**src/rtl/sr_cmd_gen.sv**
```systemverilog
// SR flip-flop command stage: synchronises, debounces and edge-detects two raw request lines.
// Emits mutually exclusive S/R pulses. Define SR_CMD_STAT_EN to add saturating pulse counters.
module sr_cmd_gen #(
  parameter int unsigned DEB_CYCLES   = 4,
  parameter int unsigned PULSE_CYCLES = 1
) (
  input  logic       clk,
  input  logic       rst_n,
  input  logic       set_req_raw,
  input  logic       rst_req_raw,
  output logic       S,
  output logic       R,
  output logic       busy,
  output logic       conflict
`ifdef SR_CMD_STAT_EN
  ,
  output logic [7:0] set_cnt,
  output logic [7:0] rst_cnt
`endif
);

  localparam int unsigned CNT_W = $clog2(DEB_CYCLES + 1);
  localparam int unsigned PCW   = $clog2(PULSE_CYCLES + 1);

  typedef enum logic [1:0] {StIdle, StPulseS, StPulseR} state_e;

  // Bit 0 is the set channel, bit 1 the reset channel.
  logic [1:0]       sync1_q, sync2_q, deb_q, deb_dly_q;
  logic [CNT_W-1:0] cnt_q [2];
  logic [1:0]       req;

  state_e           state_q;
  logic [PCW-1:0]   pcnt_q;
  logic             pend_set_q, pend_rst_q;
  logic             eff_set, eff_rst;

  assign req     = deb_q & ~deb_dly_q;
  assign eff_set = req[0] | pend_set_q;
  assign eff_rst = req[1] | pend_rst_q;
  assign busy    = (state_q != StIdle) | pend_set_q | pend_rst_q;

  always_ff @(posedge clk or negedge rst_n) begin
    if (!rst_n) begin
      sync1_q   <= '0;
      sync2_q   <= '0;
      deb_q     <= '0;
      deb_dly_q <= '0;
      cnt_q[0]  <= '0;
      cnt_q[1]  <= '0;
    end else begin
      sync1_q   <= {rst_req_raw, set_req_raw};
      sync2_q   <= sync1_q;
      deb_dly_q <= deb_q;
      for (int i = 0; i < 2; i++) begin
        if (sync2_q[i] == deb_q[i]) begin
          cnt_q[i] <= '0;
        end else if (cnt_q[i] == CNT_W'(DEB_CYCLES)) begin
          deb_q[i] <= ~deb_q[i];
          cnt_q[i] <= '0;
        end else begin
          cnt_q[i] <= cnt_q[i] + 1'b1;
        end
      end
    end
  end

  always_ff @(posedge clk or negedge rst_n) begin
    if (!rst_n) begin
      state_q    <= StIdle;
      pcnt_q     <= '0;
      pend_set_q <= 1'b0;
      pend_rst_q <= 1'b0;
      S          <= 1'b0;
      R          <= 1'b0;
      conflict   <= 1'b0;
`ifdef SR_CMD_STAT_EN
      set_cnt    <= '0;
      rst_cnt    <= '0;
`endif
    end else begin
      conflict <= 1'b0;
      case (state_q)
        StIdle: begin
          // Reset wins a tie; the set request is dropped rather than queued.
          if (eff_rst) begin
            state_q    <= StPulseR;
            R          <= 1'b1;
            conflict   <= eff_set;
            pend_set_q <= 1'b0;
            pend_rst_q <= 1'b0;
            pcnt_q     <= PCW'(PULSE_CYCLES - 1);
`ifdef SR_CMD_STAT_EN
            if (rst_cnt != 8'hFF) rst_cnt <= rst_cnt + 1'b1;
`endif
          end else if (eff_set) begin
            state_q    <= StPulseS;
            S          <= 1'b1;
            pend_set_q <= 1'b0;
            pcnt_q     <= PCW'(PULSE_CYCLES - 1);
`ifdef SR_CMD_STAT_EN
            if (set_cnt != 8'hFF) set_cnt <= set_cnt + 1'b1;
`endif
          end
        end
        default: begin
          if (req[0]) pend_set_q <= 1'b1;
          if (req[1]) pend_rst_q <= 1'b1;
          // Returning to idle forces a gap cycle before the next pulse.
          if (pcnt_q == '0) begin
            state_q <= StIdle;
            S       <= 1'b0;
            R       <= 1'b0;
          end else begin
            pcnt_q <= pcnt_q - 1'b1;
          end
        end
      endcase
    end
  end

endmodule

```
**config.mk**
```make
export PLATFORM = sky130hd
export DESIGN_NAME = sr_cmd_gen
export DESIGN_NICKNAME = d
export VERILOG_FILES = /design/src/rtl/sr_cmd_gen.sv
export SDC_FILE = /design/constraint.sdc
export NUM_CORES = 1
export LEC_CHECK = 0
export BUFFER_PORTS_ARGS = -buffer_cell sky130_fd_sc_hd__buf_2
export CAP_MARGIN = 20
export CORE_MARGIN = 5
export CORE_UTILIZATION = 58
export DETAILED_ROUTE_END_ITERATION = 7
export PLACE_DENSITY = 0.78
export SYNTH_ARGS = -nofsm -noshare
export SYNTH_HDL_FRONTEND = slang
export SYNTH_SLANG_ARGS = --single-unit
export TNS_END_PERCENT = 50
```
**constraint.sdc**
```tcl
create_clock -name clk -period 2.6 [get_ports clk]
set_clock_uncertainty 0.05 [all_clocks]
set_input_delay 0.13 -clock clk [delete_from_list [all_inputs] [get_ports clk]]
set_output_delay 0.13 -clock clk [all_outputs]
set_load 0.05 [all_outputs]
```
==> metrics.yaml, run 1 <==
clock_power_share_pct: 13.6
power.share.sequential_pct: 47.0
placed_cells: 83
powerDensity_mw_per_mm2: 1160
setup_viol: 0
clk_pin_slew_ps: 110
leakage_nw: 0.459
syn_area_per_cell_sq_um: 13.4
cp_slowest_stage_delay_ps: 450
syn-num-nets: 69
clk_latency_ps: 290
route.detailed.drc: 0
grt.total_usage_pct: 13.3
mostFrequentLayoutCell: "dfrtp_1"
dieWidth_um: 47.5
worstPathMaxFanout: 6
crit_arrival_ps: 1210
rsz0062_at_grt: "false"
post_cts_buffers: 0
slew_violations: 0
dieArea_sq_mm: 0.00226
switching_power_w: 0.000430
synth_area_sq_um: 817
p_int_w: 0.000650
finalSetupTns_ps: 0
reg2reg_slack_ps: 1330
drt-vias-per-instance: 5.06
maxCapViolCount: 0
worstPathCellList: "nor2_4 > nand2_1 > buf_2"
grt_max_degree: 22
crit_path_top_delay_cell: "dfrtp_1"
timing.rr.end: "deb_q[0]"
ir_drop_uv: 715
yosysUniqueCellTypes: 21
grt_overflow: 0
clk_path_buf_depth: 2
design_area_sq_um: 928
hp-class: "input port to async pin"
htree_levels: 1
wire_per_inst_um: 12.6
first_iter_violations: 0
fp.dieH_um: 47.5
initial_utilization_pct: 62.0
place.gp.congestion: 0.670
io_pins: 8
finalHoldViolations: 0
rows: 13
cts_resized: 0
ys_ff_latch: 21
layout_common_cells: "dfrtp_1 (21), nor2_1 (7), buf_2 (7)"
ys_warn_count: 0
antenna_found_initial: 0
cp.required_ps: 2420
ys_seq_area_share_pct: 64.3
swShare_pct: 39.8
worstSetupEndpointType: "output port"
finalWirelength_mm: 1.13
grt_pass1_vias: 477
synth_cells: 61
num_vias: 455
stdcell_count: 90
diodes: 0
tightest_slew_ps: 438
p_comb_share_pct: 39.4
clock-root-buffer: "clkbuf_4"
start_kind: "flop"
cts_buffers: 3
reg2reg_from: "cnt_q[3]"
antenna_left: 0
period_share_pct: 53.3
relSlewSlack_pct: 70.8
path_class: "flop to output port"
fmax_ghz: 0.722
cts_tree: "done"
placed_cell_area_sq_um: 871
area_delta_synth_final_pct: 13.6
first_pass_iters: 1
fin_nets: 84
drive_above_1_share_pct: 25.3
period_minus_slack_ps: 1390
postCtsHoldBufs: 3
place.detailed.hpwl_um: 855
cts_num_sinks: 21
grt_pass1_wl_mm: 2.08
total_power_w: 0.00108
reg2regPathDepth: 4
status: "complete, no violations"
io_buffers: 7
core_sq_mm: 0.00132
==> state kept, by name, indices dropped and copies added, names as in the netlist <==
signal and count:
R 1, S 1, cnt_q 6, conflict 1
deb_dly_q 2, deb_q 2, pend_rst_q 1, pend_set_q 1
state_q 2, sync1_q 2, sync2_q 2
==> Yosys cell counts <==
cell type	count	area, sq um
inv_1	6	22.5
and3b_2	1	10.0
nor3_1	1	5.00
nand2_1	3	11.3
a21boi_0	1	7.51
nor3b_1	2	15.0
nor2_4	1	11.3
nor2_1	7	26.3
mux2i_1	2	20.0
dfrtp_1	21	526
o31a_1	1	8.76
a21oi_2	1	8.76
nor4_2	1	12.5
nor2b_1	1	6.26
and3b_1	1	8.76
nor2_2	1	6.26
mux2_2	2	22.5
ha_1	4	50.1
xnor2_1	2	17.5
o21a_1	1	7.51
nor2b_4	1	13.8
==> metrics by stage <==
stage / worst slack [ps] / utilization (%) / hold WS [ps]
final: 1210 / 70.5 / 244
after global placement: 1390 / 66.1 / 47.9
after CTS: 1210 / 70.5 / 261
after global routing: 1150 / 70.5 / 279
after floorplan: 1450 / - / -216
after detailed placement: 1350 / 66.1 / 45.6
==> final cells by class <==
type | instances | area (sq um)
sequential | 21 | 526
fill | 98 | 389
multi-input combinational | 34 | 269
timing repair buffer | 10 | 65.1
clock buffer | 3 | 22.5
inverter | 6 | 22.5
tap | 15 | 18.8
clock inverter | 1 | 5.00
==> cells by family (layout without fill, tap and decap cells) <==
| group | Yosys count | after routing | synth area share, % |
|---|---|---|---|
| flops | 21 | 21 | 64.3 |
| fa+ha+maj | 4 | 4 | 6.13 |
| buf+inv | 6 | 20 | 2.76 |
| xor+xnor | 2 | 2 | 2.14 |
| compound gates | 4 | 4 | 3.98 |
| mux | 4 | 4 | 5.21 |
| simple gates | 20 | 20 | 15.5 |
==> per-layer routing <==
| layer | track usage [%] | vias up | wire [um] |
|---|---|---|---|
| met5 | 0 | - | 0 |
| met4 | 4.84 | 0 | 6 |
| met3 | 2.26 | 2 | 43 |
| met2 | 21.7 | 7 | 549 |
| met1 | 18.1 | 219 | 532 |
| li1 | - | 227 | - |
==> how the worst max path moves through the flow <==
stage | startpoint | to | slack (ps) | depth (start not counted)
finish | state_q[1] | busy | 1210 | 3
global route | state_q[1] | busy | 1150 | 3
CTS | state_q[1] | busy | 1210 | 3
detailed placement | cnt_q[3] | deb_q[0] | 1350 | 4
global placement | cnt_q[3] | deb_q[0] | 1390 | 4
floorplan | S | S | 1450 | 2
==> worst max-delay path: cells and delay by family (launching register included) <==
| kind | cells | cell delay, ps |
|---|---|---|
| buffers and inverters | 1 | 210 |
| DFF | 1 | 450 |
| and+or+nand+nor | 2 | 250 |
==> power by group through the flow <==
stage	registers, W	logic, W	clock network [W]
final	0.000508	0.000425	0.000147
after global routing	0.000524	0.000475	0.000168
after CTS	0.000509	0.000432	0.000151
after detailed placement	0.000516	0.000428	0
after global placement	0.000511	0.000415	0
after floorplan	0.000566	0.000276	0
(Power assumes the default switching activity.)
==> inputs of run 2 (changes only) <==
--- a/config.mk
+++ b/config.mk
@@ -5,12 +5,13 @@
 export SDC_FILE = /design/constraint.sdc
 export NUM_CORES = 1
 export LEC_CHECK = 0
+export ABC_AREA = 1
 export BUFFER_PORTS_ARGS = -buffer_cell sky130_fd_sc_hd__buf_2
 export CAP_MARGIN = 20
 export CORE_MARGIN = 5
-export CORE_UTILIZATION = 58
+export CORE_UTILIZATION = 54
 export DETAILED_ROUTE_END_ITERATION = 7
-export PLACE_DENSITY = 0.78
+export PLACE_DENSITY = 0.74
 export SYNTH_ARGS = -nofsm -noshare
 export SYNTH_HDL_FRONTEND = slang
 export SYNTH_SLANG_ARGS = --single-unit
==> constraint.sdc (replaced) <==
create_clock -name clk -period 1.3 [get_ports clk]
set_clock_uncertainty 0.05 [all_clocks]
set_input_delay 0.065 -clock clk [delete_from_list [all_inputs] [get_ports clk]]
set_output_delay 0.065 -clock clk [all_outputs]
set_load 0.05 [all_outputs]
==> run 2 against run 1 <==
Effect of this change:
- clock power is 110% higher
- flip-flop and latch count is the same
- via count grew 13%
- routed wire length is 2.5% higher
==> metrics.yaml, run 2 <==
status: "complete, no violations"  # unchanged
maxCapViolCount: 0  # unchanged
grt_pass1_wl_mm: 2.17  # was 2.08 mm
mostFrequentLayoutCell: "dfrtp_1"  # unchanged
fmax_ghz: 0.804
cp.required_ps: 1190  # was 2420 ps
cts_tree: "done"  # unchanged
path_class: "flop to output port"  # unchanged
synthAdderAreaFrac_pct: 6.11  # was 6.13%
period_minus_slack_ps: 1240
drt-vias-per-instance: 4.68  # was 5.06
core_sq_mm: 0.00147  # was 0.00132 sq mm
worstPathCellList: "inv_1 > nand2_2 > nor2_2 > nand2_1 > buf_6"  # was nor2_4 > nand2_1 > buf_2
place.gp.congestion: 0.658  # was 0.670
finalHoldViolations: 0  # unchanged
clock_power_share_pct: 14.0  # was 13.6%
cts_num_sinks: 21  # unchanged
placed_cells: 103  # was 83
p_int_w: 0.00127  # was 0.000650 W
largest_reg_flops: 6  # unchanged
fin_ws_ps: 55.9  # was 1210 ps
syn-num-nets: 88  # was 69
finalSetupTns_ps: 0  # unchanged
grt_overflow: 0  # unchanged
diodes: 0  # unchanged
clk_pin_slew_ps: 110  # about the same
relSlewSlack_pct: 70.3  # was 70.8%
synth_top_area_share_pct: 64.1  # was 64.3%
syn_area_per_cell_sq_um: 10.2  # was 13.4 sq um
final_util_pct: 64.0  # was 70.5%
yosys-top-cells-count: "dfrtp_1 (21), inv_1 (16), nand2_1 (16)"  # was dfrtp_1 (21), nor2_1 (7), inv_1 (6)
synth-simple-area-share_pct: 18.5  # was 15.5%
grt_pass1_vias: 535  # was 477
async_flop_share_pct: 100  # unchanged
synthMuxAreaShare_pct: 0  # was 5.21%
htree_levels: 1  # unchanged
p_comb_share_pct: 40.6  # was 39.4%
rsz0062_at_grt: "false"  # unchanged
fin_nets: 103  # was 84
regMostFlops: "cnt_q"  # unchanged
cts_buffers: 3  # unchanged
grt_max_degree: 22  # unchanged
synth_cells: 80  # was 61
synth_top_cell_by_area: "dfrtp_1"  # unchanged
clk_path_buf_depth: 2  # unchanged
post-synth-top-count-cell: "dfrtp_1"  # unchanged
num_vias: 515  # was 455
synth_top_family_by_area: "simple AND/OR/NAND/NOR gates"  # unchanged
worstPathMaxFanout: 2  # was 6
start_kind: "flop"  # unchanged
cp_slowest_stage_delay_ps: 380  # was 450 ps
synth-edff-count: 0  # unchanged
worstSetupEndpointType: "output port"  # unchanged
synth_top_flop_cell: "dfrtp_1"  # unchanged
synth_compound_area_share_pct: 1.83  # was 3.98%
layout_common_cells: "dfrtp_1 (21), inv_1 (16), nand2_1 (15)"  # was dfrtp_1 (21), nor2_1 (7), buf_2 (7)
fillCellCount: 121  # was 98
place_ws_ps: 225  # was 1350 ps
clock-root-buffer: "clkbuf_4"  # unchanged
grt.total_usage_pct: 12.1  # was 13.3%
swShare_pct: 41.4  # was 39.8%
route.detailed.drc: 0  # unchanged
drive_above_1_share_pct: 17.0  # was 25.3%
slew_violations: 0  # unchanged
wire_per_inst_um: 10.5  # was 12.6 um
period_share_pct: 95.7
power.share.sequential_pct: 45.3  # was 47.0%
synth-xor-area-share_pct: 2.14  # about the same
clk_latency_ps: 300  # was 290 ps
crit_path_top_delay_cell: "dfrtp_1"  # unchanged
yosysUniqueCellTypes: 13  # was 21
switching_power_w: 0.000897  # was 0.000430 W
leakage_nw: 0.519  # was 0.459 nW
first_pass_iters: 3  # was 1
dieWidth_um: 49.0  # was 47.5 um
dieArea_sq_mm: 0.00240  # was 0.00226 sq mm
antenna_left: 0  # unchanged
crit_arrival_ps: 1130  # was 1210 ps
area_delta_synth_final_pct: 15.0  # was 13.6%
first_iter_violations: 6  # was 0
io_pins: 8  # unchanged
ys_ff_latch: 21  # unchanged
synth_area_leaders: "dfrtp_1 (64%), inv_1 (7.3%), nand2_1 (7.3%)"  # was dfrtp_1 (64%), ha_1 (6.1%), nor2_1 (3.2%)
initial_utilization_pct: 55.7  # was 62.0%
powerDensity_mw_per_mm2: 2300  # was 1160 mW/mm^2
finalWirelength_mm: 1.16  # was 1.13 mm
stdcell_count: 110  # was 90
ys_warn_count: 0  # unchanged
io_buffers: 7  # unchanged
antenna_found_initial: 0  # unchanged
ys_seq_area_share_pct: 64.1  # was 64.3%
synth_area_sq_um: 820  # was 817 sq um
rows: 14  # was 13
hp-class: "input port to async pin"  # unchanged
setup_viol: 0  # unchanged
fp.dieH_um: 49.0  # was 47.5 um
tightest_slew_ps: 446  # was 438 ps
ir_drop_uv: 1040  # was 715 uV
place.detailed.hpwl_um: 813  # was 855 um
run 2: worst paths after layout:
| path | startpoint | end | slack, ps | cells past startpoint |
|---|---|---|---|---|
| worst max-delay path | state_q[0] | busy | 60 | 5 |
| worst min-delay path | rst_n | sync1_q[0] | 180 | 2 |
| worst max register to register | cnt_q[0] | cnt_q[2] | 190 | 4 |
| worst min register to register | sync1_q[0] | sync2_q[0] | 310 | 0 |
| max in group asynchronous | rst_n | R | 720 | 2 |
| min in group clk | sync1_q[0] | sync2_q[0] | 310 | 0 |
run 2: metrics by stage:
| step | power [W] | hold slack [ps] | area [sq um] |
|---|---|---|---|
| after floorplan | 0.00164 | -281 | 820 |
| after global placement | 0.00180 | -17.3 | 875 |
| after detailed placement | 0.00183 | -11.2 | 875 |
| after CTS | 0.00218 | 188 | 936 |
| after global routing | 0.00235 | 227 | 942 |
| final | 0.00217 | 177 | 942 |
run 2: cell type report:
cell class	instances	area, sq um	share of cell area, %
flip-flops and latches	21	526	55.8
multi-input cells	43	239	25.4
repair buffers	10	71.3	7.57
inverters	16	60.1	6.37
clock buffers	4	26.3	2.79
well taps	16	20.0	2.12
run 2: worst max-delay path, delay by kind of cell (launching register included):
family	cells	cell delay, ps
AND/OR/NAND/NOR	3	230
flip-flops	1	380
buffers and inverters	2	210
run 2: cells by family after synthesis:
kind of cell    after synthesis
flops                        21
xor+xnor                      2
simple gates                 34
buf+inv                      16
fa+ha+maj                     4
compound gates                3
run 2: repair_timing:
action                     4_1_cts  5_1_grt
hold endpoints to repair        23        0
hold buffers                     3        0
buffers inserted                 0        0
setup endpoints to repair        1        1
pin swaps                        0        0
gates resized for setup          2        2
run 2: power groups by stage:
| stage | Combinational, W | Sequential [W] | Clock (W) |
|---|---|---|---|
| 2_1_floorplan | 0.000540 | 0.00110 | 0 |
| 3_3_place_gp | 0.000816 | 0.000984 | 0 |
| 3_5_place_dp | 0.000834 | 0.000997 | 0 |
| 4_1_cts | 0.000868 | 0.000985 | 0.000323 |
| 5_1_grt | 0.000994 | 0.00101 | 0.000352 |
| 6_report | 0.000881 | 0.000984 | 0.000304 |
run 2: metal layers:
metal	part of all wire (%)	track usage, %
met3	5.6	3.06
met1	44	13.6
met4	3.3	9.42
met5	0	0
met2	47	19.3
